$ cat config.mk
export PLATFORM = sky130hd
export DESIGN_NAME = countdown_timer
export DESIGN_NICKNAME = d
export VERILOG_FILES = /design/src/rtl/countdown_timer.sv
export SDC_FILE = /design/constraint.sdc
export NUM_CORES = 1
export LEC_CHECK = 0
export CORE_ASPECT_RATIO = 0.5
export CORE_MARGIN = 4
export CORE_UTILIZATION = 30
export CTS_CLUSTER_SIZE = 16
export DETAILED_ROUTE_END_ITERATION = 7
export PLACE_DENSITY_LB_ADDON = 0.25
export SYNTH_ARGS = -nofsm -noshare
export SYNTH_HDL_FRONTEND = slang
export SYNTH_SLANG_ARGS = --single-unit
$ cat constraint.sdc
create_clock -name CLK -period 1.7 [get_ports CLK]
set_input_delay 0.34 -clock CLK [delete_from_list [all_inputs] [get_ports CLK]]
set_output_delay 0.34 -clock CLK [all_outputs]
set_load 0.02 [all_outputs]
$ cat src/rtl/countdown_timer.sv
// Loadable, pausable down-counter with a terminal-tick BORROW output for cascading.
// Optional COUNTDOWN_AUTORELOAD_EN: the terminal tick reloads the preset and keeps running.
module countdown_timer #(
  parameter int WIDTH = 16
) (
  input  logic             CLK,
  input  logic             RES,
  input  logic             LOAD,
  input  logic [WIDTH-1:0] LOAD_VAL,
  input  logic             START,
  input  logic             STOP,
  input  logic             EN,
  output logic [WIDTH-1:0] countVal,
  output logic             BORROW,
  output logic             DONE_P,
  output logic             BUSY,
  output logic [1:0]       state
);

  typedef enum logic [1:0] {
    IDLE  = 2'b00,
    RUN   = 2'b01,
    PAUSE = 2'b10,
    DONE  = 2'b11
  } stateT;

  localparam logic [WIDTH-1:0] ONE  = WIDTH'(1);
  localparam logic [WIDTH-1:0] ZERO = '0;

  stateT            stateReg, stateNext;
  logic [WIDTH-1:0] countReg, countNext;
  logic             doneReg, doneNext;
  logic             busyReg;
  logic             terminalTick;

`ifdef COUNTDOWN_AUTORELOAD_EN
  logic [WIDTH-1:0] reloadReg, reloadNext;
`endif

  // A tick that actually lands on count 1 while running; STOP and LOAD steal the cycle.
  assign terminalTick = (stateReg == RUN) && EN && (countReg == ONE) && !STOP && !LOAD;

  always_comb begin
    stateNext = stateReg;
    countNext = countReg;
    doneNext  = 1'b0;
`ifdef COUNTDOWN_AUTORELOAD_EN
    reloadNext = reloadReg;
`endif
    if (LOAD) begin
      countNext = LOAD_VAL;
      stateNext = IDLE;
`ifdef COUNTDOWN_AUTORELOAD_EN
      reloadNext = LOAD_VAL;
`endif
    end else begin
      unique case (stateReg)
        IDLE: begin
          if (START && !STOP) begin
            if (countReg != ZERO) begin
              stateNext = RUN;
            end else begin
              stateNext = DONE;
              doneNext  = 1'b1;
            end
          end
        end
        RUN: begin
          if (STOP) begin
            stateNext = PAUSE;
          end else if (EN) begin
            if (countReg == ONE) begin
              doneNext  = 1'b1;
              countNext = ZERO;
              stateNext = DONE;
`ifdef COUNTDOWN_AUTORELOAD_EN
              if (reloadReg != ZERO) begin
                countNext = reloadReg;
                stateNext = RUN;
              end
`endif
            end else if (countReg != ZERO) begin
              countNext = countReg - ONE;
            end
          end
        end
        PAUSE: begin
          // STOP outranks START, so a simultaneous pair leaves the timer paused.
          if (START && !STOP) begin
            stateNext = RUN;
          end
        end
        DONE: begin
          countNext = ZERO;
        end
        default: begin
          stateNext = IDLE;
        end
      endcase
    end
  end

  always_ff @(posedge CLK) begin
    if (RES) begin
      stateReg <= IDLE;
      countReg <= ZERO;
      doneReg  <= 1'b0;
      busyReg  <= 1'b0;
`ifdef COUNTDOWN_AUTORELOAD_EN
      reloadReg <= ZERO;
`endif
    end else begin
      stateReg <= stateNext;
      countReg <= countNext;
      doneReg  <= doneNext;
      busyReg  <= (stateNext == RUN);
`ifdef COUNTDOWN_AUTORELOAD_EN
      reloadReg <= reloadNext;
`endif
    end
  end

  assign countVal = countReg;
  assign BORROW   = terminalTick && !RES;
  assign DONE_P   = doneReg;
  assign BUSY     = busyReg;
  assign state    = stateReg;

endmodule

; After elaboration in Yosys (flattened, before gate mapping)
; Cells that the tools add are included.
[totals]
in_bits = 22
mem_bits_rw = 0
ff_bits = 20
romBits = 0
out_inout_bits = 21
latchBits = 0
n_memories = 0
word_cells = 47
[classes]
shifts = 0
eq_ne = 8
n_bitwise = 0
mux = 20
n_addsub = 1
mul = 0
n_div = 0
reduce_logical = 14
order_cmp = 0
[ops]
columns = op, count
row1 = 2-to-1 mux 16 bit, 5
row2 = case mux 16 bit (2 select lines), 1
row3 = == test 16 x 1 -> 1 bit (second input constant), 1
row4 = nonzero test 16 bit, 1
row5 = subtractor 16 x 1 -> 16 bit (second input constant), 1
row6 = 2-to-1 mux 2 bit, 7
row7 = logical AND 1 bit, 6
row8 = != test 3 bit (second input constant), 2
row9 = case mux 2 bit (3 select lines), 1
row10 = 2-to-1 mux 1 bit, 5
row11 = == test 2 x 1 -> 1 bit (second input constant), 2
row12 = == test 2 bit (second input constant), 2
row13 = != test 4 x 2 -> 1 bit (second input constant), 1
row14 = AND reduction 4 bit, 1
row15 = logical NOT 1 bit, 3
row16 = nonzero test 3 bit, 1
row17 = logical NOT 2 bit, 1
row18 = case mux 1 bit (2 select lines), 1
row19 = OR reduction 2 bit, 1

; Logic depth before layout (Yosys ltp)
; Gate-level depths: netlist of run 1.
[depth]
depth_word = 7
ltp_mapped = 8
mapped_depth_nobuf = 7

; Worst setup path before layout of run 1
; Ideal clock, no wire load.
[synth_timing]
path_kind = reg-to-reg
from = register countReg[0], in the netlist countVal[0]
to = register countReg[10], in the netlist countVal[10]
period_less_slack_ns = 1.952
path_slack_ns = -0.252
required_ns = 1.574
path_buffers = 0
path_stages_with_launch = 7
setup_time_ns = 0.126
arrival_ns = 1.826
path_cell_list = dfxtp_1 -> inv_1 -> ha_1 -> or4b_1 -> or3_1 -> a21oi_1 -> o22ai_1
[synth_between]
elab_chain_len = 7
elab_cells_between_ends = 11
classes_between = add/sub (1) / eq/ne (2) / mux (6) / reduce/logical (2)
[synth_rtl]
columns = element, line_no
row1 = from (decl), 31  ; logic [WIDTH-1:0] countReg, countNext;
row2 = from (signal assigned), 114  ; countReg <= countNext;
row3 = subtractor 16 x 1 -> 16 bit, 83  ; countNext = countReg - ONE;
row4 = 2-to-1 mux 16 bit, 82  ; end else if (countReg != ZERO) begin
row5 = 2-to-1 mux 16 bit, 72  ; if (countReg == ONE) begin
row6 = 2-to-1 mux 16 bit, 71  ; end else if (EN) begin
row7 = 2-to-1 mux 16 bit, 69  ; if (STOP) begin
row8 = case mux 16 bit (2 select lines), 57  ; unique case (stateReg)
row9 = 2-to-1 mux 16 bit, 50  ; if (LOAD) begin
; Parallel ways exist; a longest one is shown, timed or not. The select of a mux whose other input is x is not followed.
; A chain may end at the register's enable or synchronous reset.

; Final worst setup path of run 1
[layout_timing]
from = register countReg[12], in the netlist countVal[12]
to = output BORROW
[layout_between]
elab_chain_len = 5
[layout_rtl]
columns = element, line_no
row1 = == test 16 x 1 -> 1 bit, 41  ; assign terminalTick = (stateReg == RUN) && EN && (countReg == ONE) && !STOP && !LOAD;
row2 = logical AND 1 bit (3 in a row), 41
row3 = logical AND 1 bit, 124  ; assign BORROW = terminalTick && !RES;
row4 = to (decl), 14  ; output logic BORROW,
; Every way passes these cells.

==> impl_metrics.json, run 1 <==
{
  "dp_hpwl_mm": 3.53,
  "drc_errors": 0,
  "synth.net_count": 188,
  "end_kind": "primary output",
  "cts_tree": "yes",
  "slowest_delay_ps": 340,
  "clkLatencyLatePin_ps": 270,
  "max_slew_margin_pct": 76.4,
  "worst_pin_slew_ps": 352,
  "clock-skew-final_ps": 2.70,
  "clk_pin_slew_ps": 80,
  "max_freq_mhz": 548,
  "p_leak_nw": 1.10,
  "crit_family": "simple AND/OR/NAND/NOR gates",
  "antenna_left": 0,
  "ys_seq_area_share_pct": 30.0,
  "multi_input_comb_area_mm2": 0.00102,
  "holdWs_ps": 608,
  "antenna_found_initial": 0,
  "track_usage_pct": 17.6,
  "yosysWarnings": 0,
  "rows": 16,
  "worst-path-max-fanout": 2,
  "synthToLayoutAreaGrowth_pct": 83.8,
  "synth_edf_count": 0,
  "hold_path_class": "register to register",
  "critPathLaunchType": "register",
  "period_share_pct": 107,
  "required_ps": 1360,
  "dieWidth_um": 102,
  "io_buffers": 42,
  "die-area_mm2": 0.00564,
  "crit_buf_inv": 1,
  "async_reset_ff_share_pct": 0,
  "clock_sinks": 20,
  "wirelength_mm": 4.99,
  "grt_max_degree": 22,
  "postSynth.topFlopCell": "dfxtp_1",
  "chipHeight_um": 55.2,
  "grt_overflow_total": 0,
  "failed_checks": "setup timing",
  "cp_slowest_cell": "dfxtp_2",
  "syn_area_per_cell_um2": 8.18,
  "drtIter0Drc": 61,
  "drv_slew": 0,
  "cts.htree.levels": 1,
  "start_util_pct": 32.7,
  "drt_first_pass_iters": 5,
  "place_ws_ps": -586,
  "syn_area_mm2": 0.00133,
  "register_area_um2": 420,
  "netlist_instances": 163,
  "path_class": "register to primary output",
  "n_fill_cell": 374,
  "core-area_mm2": 0.00408,
  "vias": 1683,
  "synth_seq_cells": 20,
  "antenna-diode-count": 0,
  "finalSetupViolCount": 15,
  "ir_worst_vdd_mv": 0.293,
  "ioPinCount": 43,
  "arrival_ps": 1480,
  "finalWorstSetupSlack_ps": -124,
  "cts_buffers": 3,
  "finalCriticalPeriod_ps": 1820,
  "status": "finished with violations",
  "clk_path_buf_depth": 2,
  "place_congestion": 0.864,
  "final_nets": 280,
  "synthDistinctLibCells": 45,
  "hold_viol": 0,
  "clockRootBuffer": "clkbuf_8",
  "rsz0062_at_grt": "yes",
  "grt_pass1_vias": 1572,
  "cap_violations": 0,
  "grt_pass1_wl_mm": 7.66,
  "routed_via_density": 5.46,
  "drive_above_1_share_pct": 42.9,
  "power.density_mw_per_mm2": 695,
  "path_cells": "nor4_4 > and4_4 > nand2_4 > nor2_4 > buf_6",
  "wl_per_cell_um": 16.2
}
layer usage:
layer,vias to the layer above,global-route usage [%],wire length (um)
li1,815,-,-
met1,810,24.4,2340
met2,52,28.1,2290
met3,6,4.13,304
met4,0,3.92,48
met5,-,0,0
stage by stage:
step	total power [W]	setup TNS [ps]	util [%]	cell area, um2	std cells
2_1_floorplan	0.000897	-149	-	1400	163
3_3_place_gp	0.00119	-5850	53.3	2180	297
3_5_place_dp	0.00120	-5910	53.3	2180	297
4_1_cts	0.00161	-1170	56.3	2300	302
5_1_grt	0.00178	-2040	60.0	2450	308
6_report	0.00170	-781	60.0	2450	308
cells in the mapped netlist (4+ instances only):
| cell | number | area share, % |
|---|---|---|
| a21oi_1 | 17 | 6.4 |
| nand2_1 | 16 | 4.5 |
| a32o_1 | 5 | 3.8 |
| o21ai_0 | 6 | 2.3 |
| nor2_1 | 13 | 3.7 |
| dfxtp_1 | 20 | 30 |
| inv_1 | 5 | 1.4 |
| a22oi_1 | 6 | 3.4 |
| o22ai_1 | 6 | 2.8 |
| nor3_1 | 9 | 3.4 |
| buf_4 | 4 | 2.3 |
cell type report:
cell class	count	area share (%)
clock buffer	4	2.25
timing repair buffer	97	35.2
inverter	5	0.970
multi-input combinational	128	41.7
tap	54	2.76
sequential	20	17.2
cell families after synthesis:
logic type | share of synthesized area [%]
adder cells (fa/ha/maj) | 2.81
AO/OA/AOI/OAI | 32.8
flip-flops | 30.0
AND/OR/NAND/NOR | 27.8
buffers and inverters | 6.57
cells in the final DEF (no fill, tap or decap), drive strengths merged, types with 2 or more instances in the layout:
| cell type | Yosys | final |
|---|---|---|
| a21o | 3 | 3 |
| a21oi | 17 | 17 |
| a22oi | 6 | 6 |
| a311oi | 3 | 3 |
| a32o | 5 | 5 |
| a32oi | 3 | 3 |
| and4 | 2 | 2 |
| buf | 7 | 56 |
| clkbuf | 3 | 4 |
| clkdlybuf4s50 | 0 | 22 |
| dfxtp | 20 | 20 |
| dlygate4sd2 | 0 | 14 |
| dlymetal6s2s | 0 | 5 |
| ha | 3 | 3 |
| inv | 5 | 5 |
| nand2 | 17 | 17 |
| nand3 | 3 | 3 |
| nor2 | 13 | 13 |
| nor3 | 10 | 10 |
| nor4 | 5 | 5 |
| o211ai | 3 | 3 |
| o21a | 2 | 2 |
| o21ai | 8 | 8 |
| o22ai | 8 | 8 |
| or3 | 2 | 2 |
| or4 | 2 | 2 |
sequential cells by signal, summed over array words and instances, names as in the netlist:
signal	count
countVal	16
state	2
BUSY	1
DONE_P	1
power breakdown:
part / total [W] / internal, W / switching, W
Sequential: 0.000531 / 0.000501 / 0.0000305
Combinational: 0.000784 / 0.000407 / 0.000376
Clock: 0.000388 / 0.000207 / 0.000181
path summary, 6_finish.rpt:
check	from	endpoint	slack, ps	cells past startpoint
max	countVal[12]$_SDFFE_PP0P_	BORROW	-120	5
min reg2reg	state[1]$_SDFF_PP0_	DONE_P$_SDFF_PP0_	610	3
min	state[1]$_SDFF_PP0_	DONE_P$_SDFF_PP0_	610	3
max reg2reg	countVal[1]$_SDFFE_PP0P_	countVal[10]$_SDFFE_PP0P_	-80	6
tightest hold or removal path, cell delays in order (launching register included):
cell	delay, ps
dfxtp_1	380
nor4_4	70
nand2_4	80
a21oi_1	40
repair_timing:
| item | in CTS | in global routing |
|---|---|---|
| resized for setup | 38 | 32 |
| setup endpoints to repair | 25 | 24 |
| buffers inserted | 1 | 6 |
| hold buffers | 0 | 0 |
| pin swaps | 11 | 18 |
Note: power is estimated with default switching activity, not from simulation.
==> run 2: changes to the inputs <==
- CORE_UTILIZATION: 30 -> 41
==> run 2 against run 1 <==
Effect of this change:
- the run still ends with setup timing left
- core utilization grew 25 points
- critical path depth is the same
- cell count shrank 1.6%
- register-to-register slack lost 80 ps
- maximum frequency shrank 2.4%
- sequential cell count is the same
- global-route usage grew 6.3 points
- first-iteration DRC count grew to 4.4 times the previous value
- critical path type unchanged
- highest routed layer unchanged
==> impl_metrics.json, run 2 (same netlist as run 1, synthesis figures left out) <==
{
  "hold_path_class": "input pin to register",
  "antenna_found_initial": 0,
  "dp_cells": 286,
  "grt_pass1_vias": 1681,
  "cts_buffers": 3,
  "clkLatencyLatePin_ps": 280,
  "drc_errors": 0,
  "dieWidth_um": 88.7,
  "cap_violations": 0,
  "dpl_cell_area_mm2": 0.00218,
  "routed_via_density": 6.28,
  "crit_buf_inv": 1,
  "antenna_left": 0,
  "grt_pass1_wl_mm": 8.05,
  "dp_hpwl_mm": 3.56,
  "ioPinCount": 43,
  "drive_above_1_share_pct": 49.8,
  "place_congestion": 0.891,
  "fin_area_mm2": 0.00259,
  "stdcell_count": 303,
  "start_util_pct": 43.5,
  "final_nets": 289,
  "finalWorstSetupSlack_ps": -169,
  "largest_reg_flops": 16,
  "critPathLaunchType": "register",
  "clockRootBuffer": "clkbuf_8",
  "crit_family": "simple AND/OR/NAND/NOR gates",
  "synthToLayoutAreaGrowth_pct": 94.4,
  "clk_pin_slew_ps": 90,
  "hold_buffers": 0,
  "rows": 14,
  "finalCriticalPeriod_ps": 1870,
  "wl_per_cell_um": 21.0,
  "worst-path-max-fanout": 2,
  "ir_worst_vdd_mv": 0.446,
  "period_share_pct": 110,
  "cp_slowest_cell": "dfxtp_2",
  "cts_tree": "yes",
  "path_cells": "nor4_4 > and4_4 > nand2_4 > nor2_4 > buf_6",
  "die-area_mm2": 0.00428,
  "required_ps": 1360,
  "max_freq_mhz": 535,
  "tns_ps": -2000,
  "drv_slew": 0,
  "wirelength_mm": 6.35,
  "drt_first_pass_iters": 7,
  "finalSetupViolCount": 17,
  "chipHeight_um": 48.3,
  "cts.htree.levels": 1,
  "clock-skew-final_ps": 8.98,
  "p_total_w": 0.00179,
  "final_cell_mix": "53 x buf_4, 24 x clkdlybuf4s50_1, 15 x nand2_1",
  "place_ws_ps": -526,
  "p_leak_nw": 1.12,
  "track_usage_pct": 23.9,
  "end_kind": "primary output",
  "core-area_mm2": 0.00307,
  "vias": 1902,
  "arrival_ps": 1530,
  "hold_viol": 0,
  "power.density_mw_per_mm2": 690,
  "antenna-diode-count": 0,
  "grt_max_degree": 22,
  "clk_path_buf_depth": 2,
  "rsz0062_at_grt": "yes",
  "status": "finished with violations",
  "max_slew_margin_pct": 75.7,
  "final_common_cell": "buf_4",
  "slowest_delay_ps": 340,
  "regToRegSetupSlack_ps": -160,
  "failed_checks": "setup timing",
  "worst_pin_slew_ps": 362,
  "io_buffers": 42,
  "path_class": "register to primary output",
  "grt_overflow_total": 0,
  "drtIter0Drc": 269,
  "clock_sinks": 20
}
==> run 2: final cells by class <==
| type | count | area (um2) |
|---|---|---|
| clock buffer | 4 | 45.0 |
| fill | 154 | 473 |
| inverter | 5 | 26.3 |
| multi-input combinational | 128 | 1120 |
| sequential | 20 | 420 |
| tap | 40 | 50.0 |
| timing repair buffer | 106 | 933 |
==> run 2: metal layers <==
| layer | track usage (%) | wire, um | up-vias |
|---|---|---|---|
| met5 | 0 | 0 | - |
| met4 | 9.80 | 279 | 0 |
| met3 | 5.08 | 651 | 35 |
| met2 | 36.7 | 2800 | 150 |
| met1 | 32.3 | 2620 | 893 |
| li1 | - | - | 824 |
==> run 2: power by group <==
group	internal, W	switching, W
registers	0.000501	0.0000369
clock network	0.000168	0.000192
logic	0.000445	0.000445
total	0.00111	0.000674
==> run 2: tightest hold or removal path, delay by kind of cell <==
kind,cells,cell delay [ps]
AO/OA/AOI/OAI,1,30
buffers and inverters,2,320
AND/OR/NAND/NOR,2,140
==> run 2: repair_timing <==
item | CTS | global route
buffers inserted | 4 | 9
pin swaps | 19 | 25
setup endpoints to repair | 29 | 23
gates resized for setup | 49 | 40
==> run 2: path summary, 6_finish.rpt <==
kind	from	end	depth (start not counted)
min reg2reg	countVal[8]$_SDFFE_PP0P_	countVal[8]$_SDFFE_PP0P_	3
min	STOP	DONE_P$_SDFF_PP0_	5
max	countVal[8]$_SDFFE_PP0P_	BORROW	5
max reg2reg	countVal[8]$_SDFFE_PP0P_	countVal[8]$_SDFFE_PP0P_	7
==> run 2: through the flow <==
step | hold slack [ps] | util, %
3_3_place_gp | 594 | 71.2
3_5_place_dp | 600 | 71.2
5_1_grt | 619 | 84.6
6_report | 590 | 84.6
4_1_cts | 604 | 77.1
2_1_floorplan | 502 | -
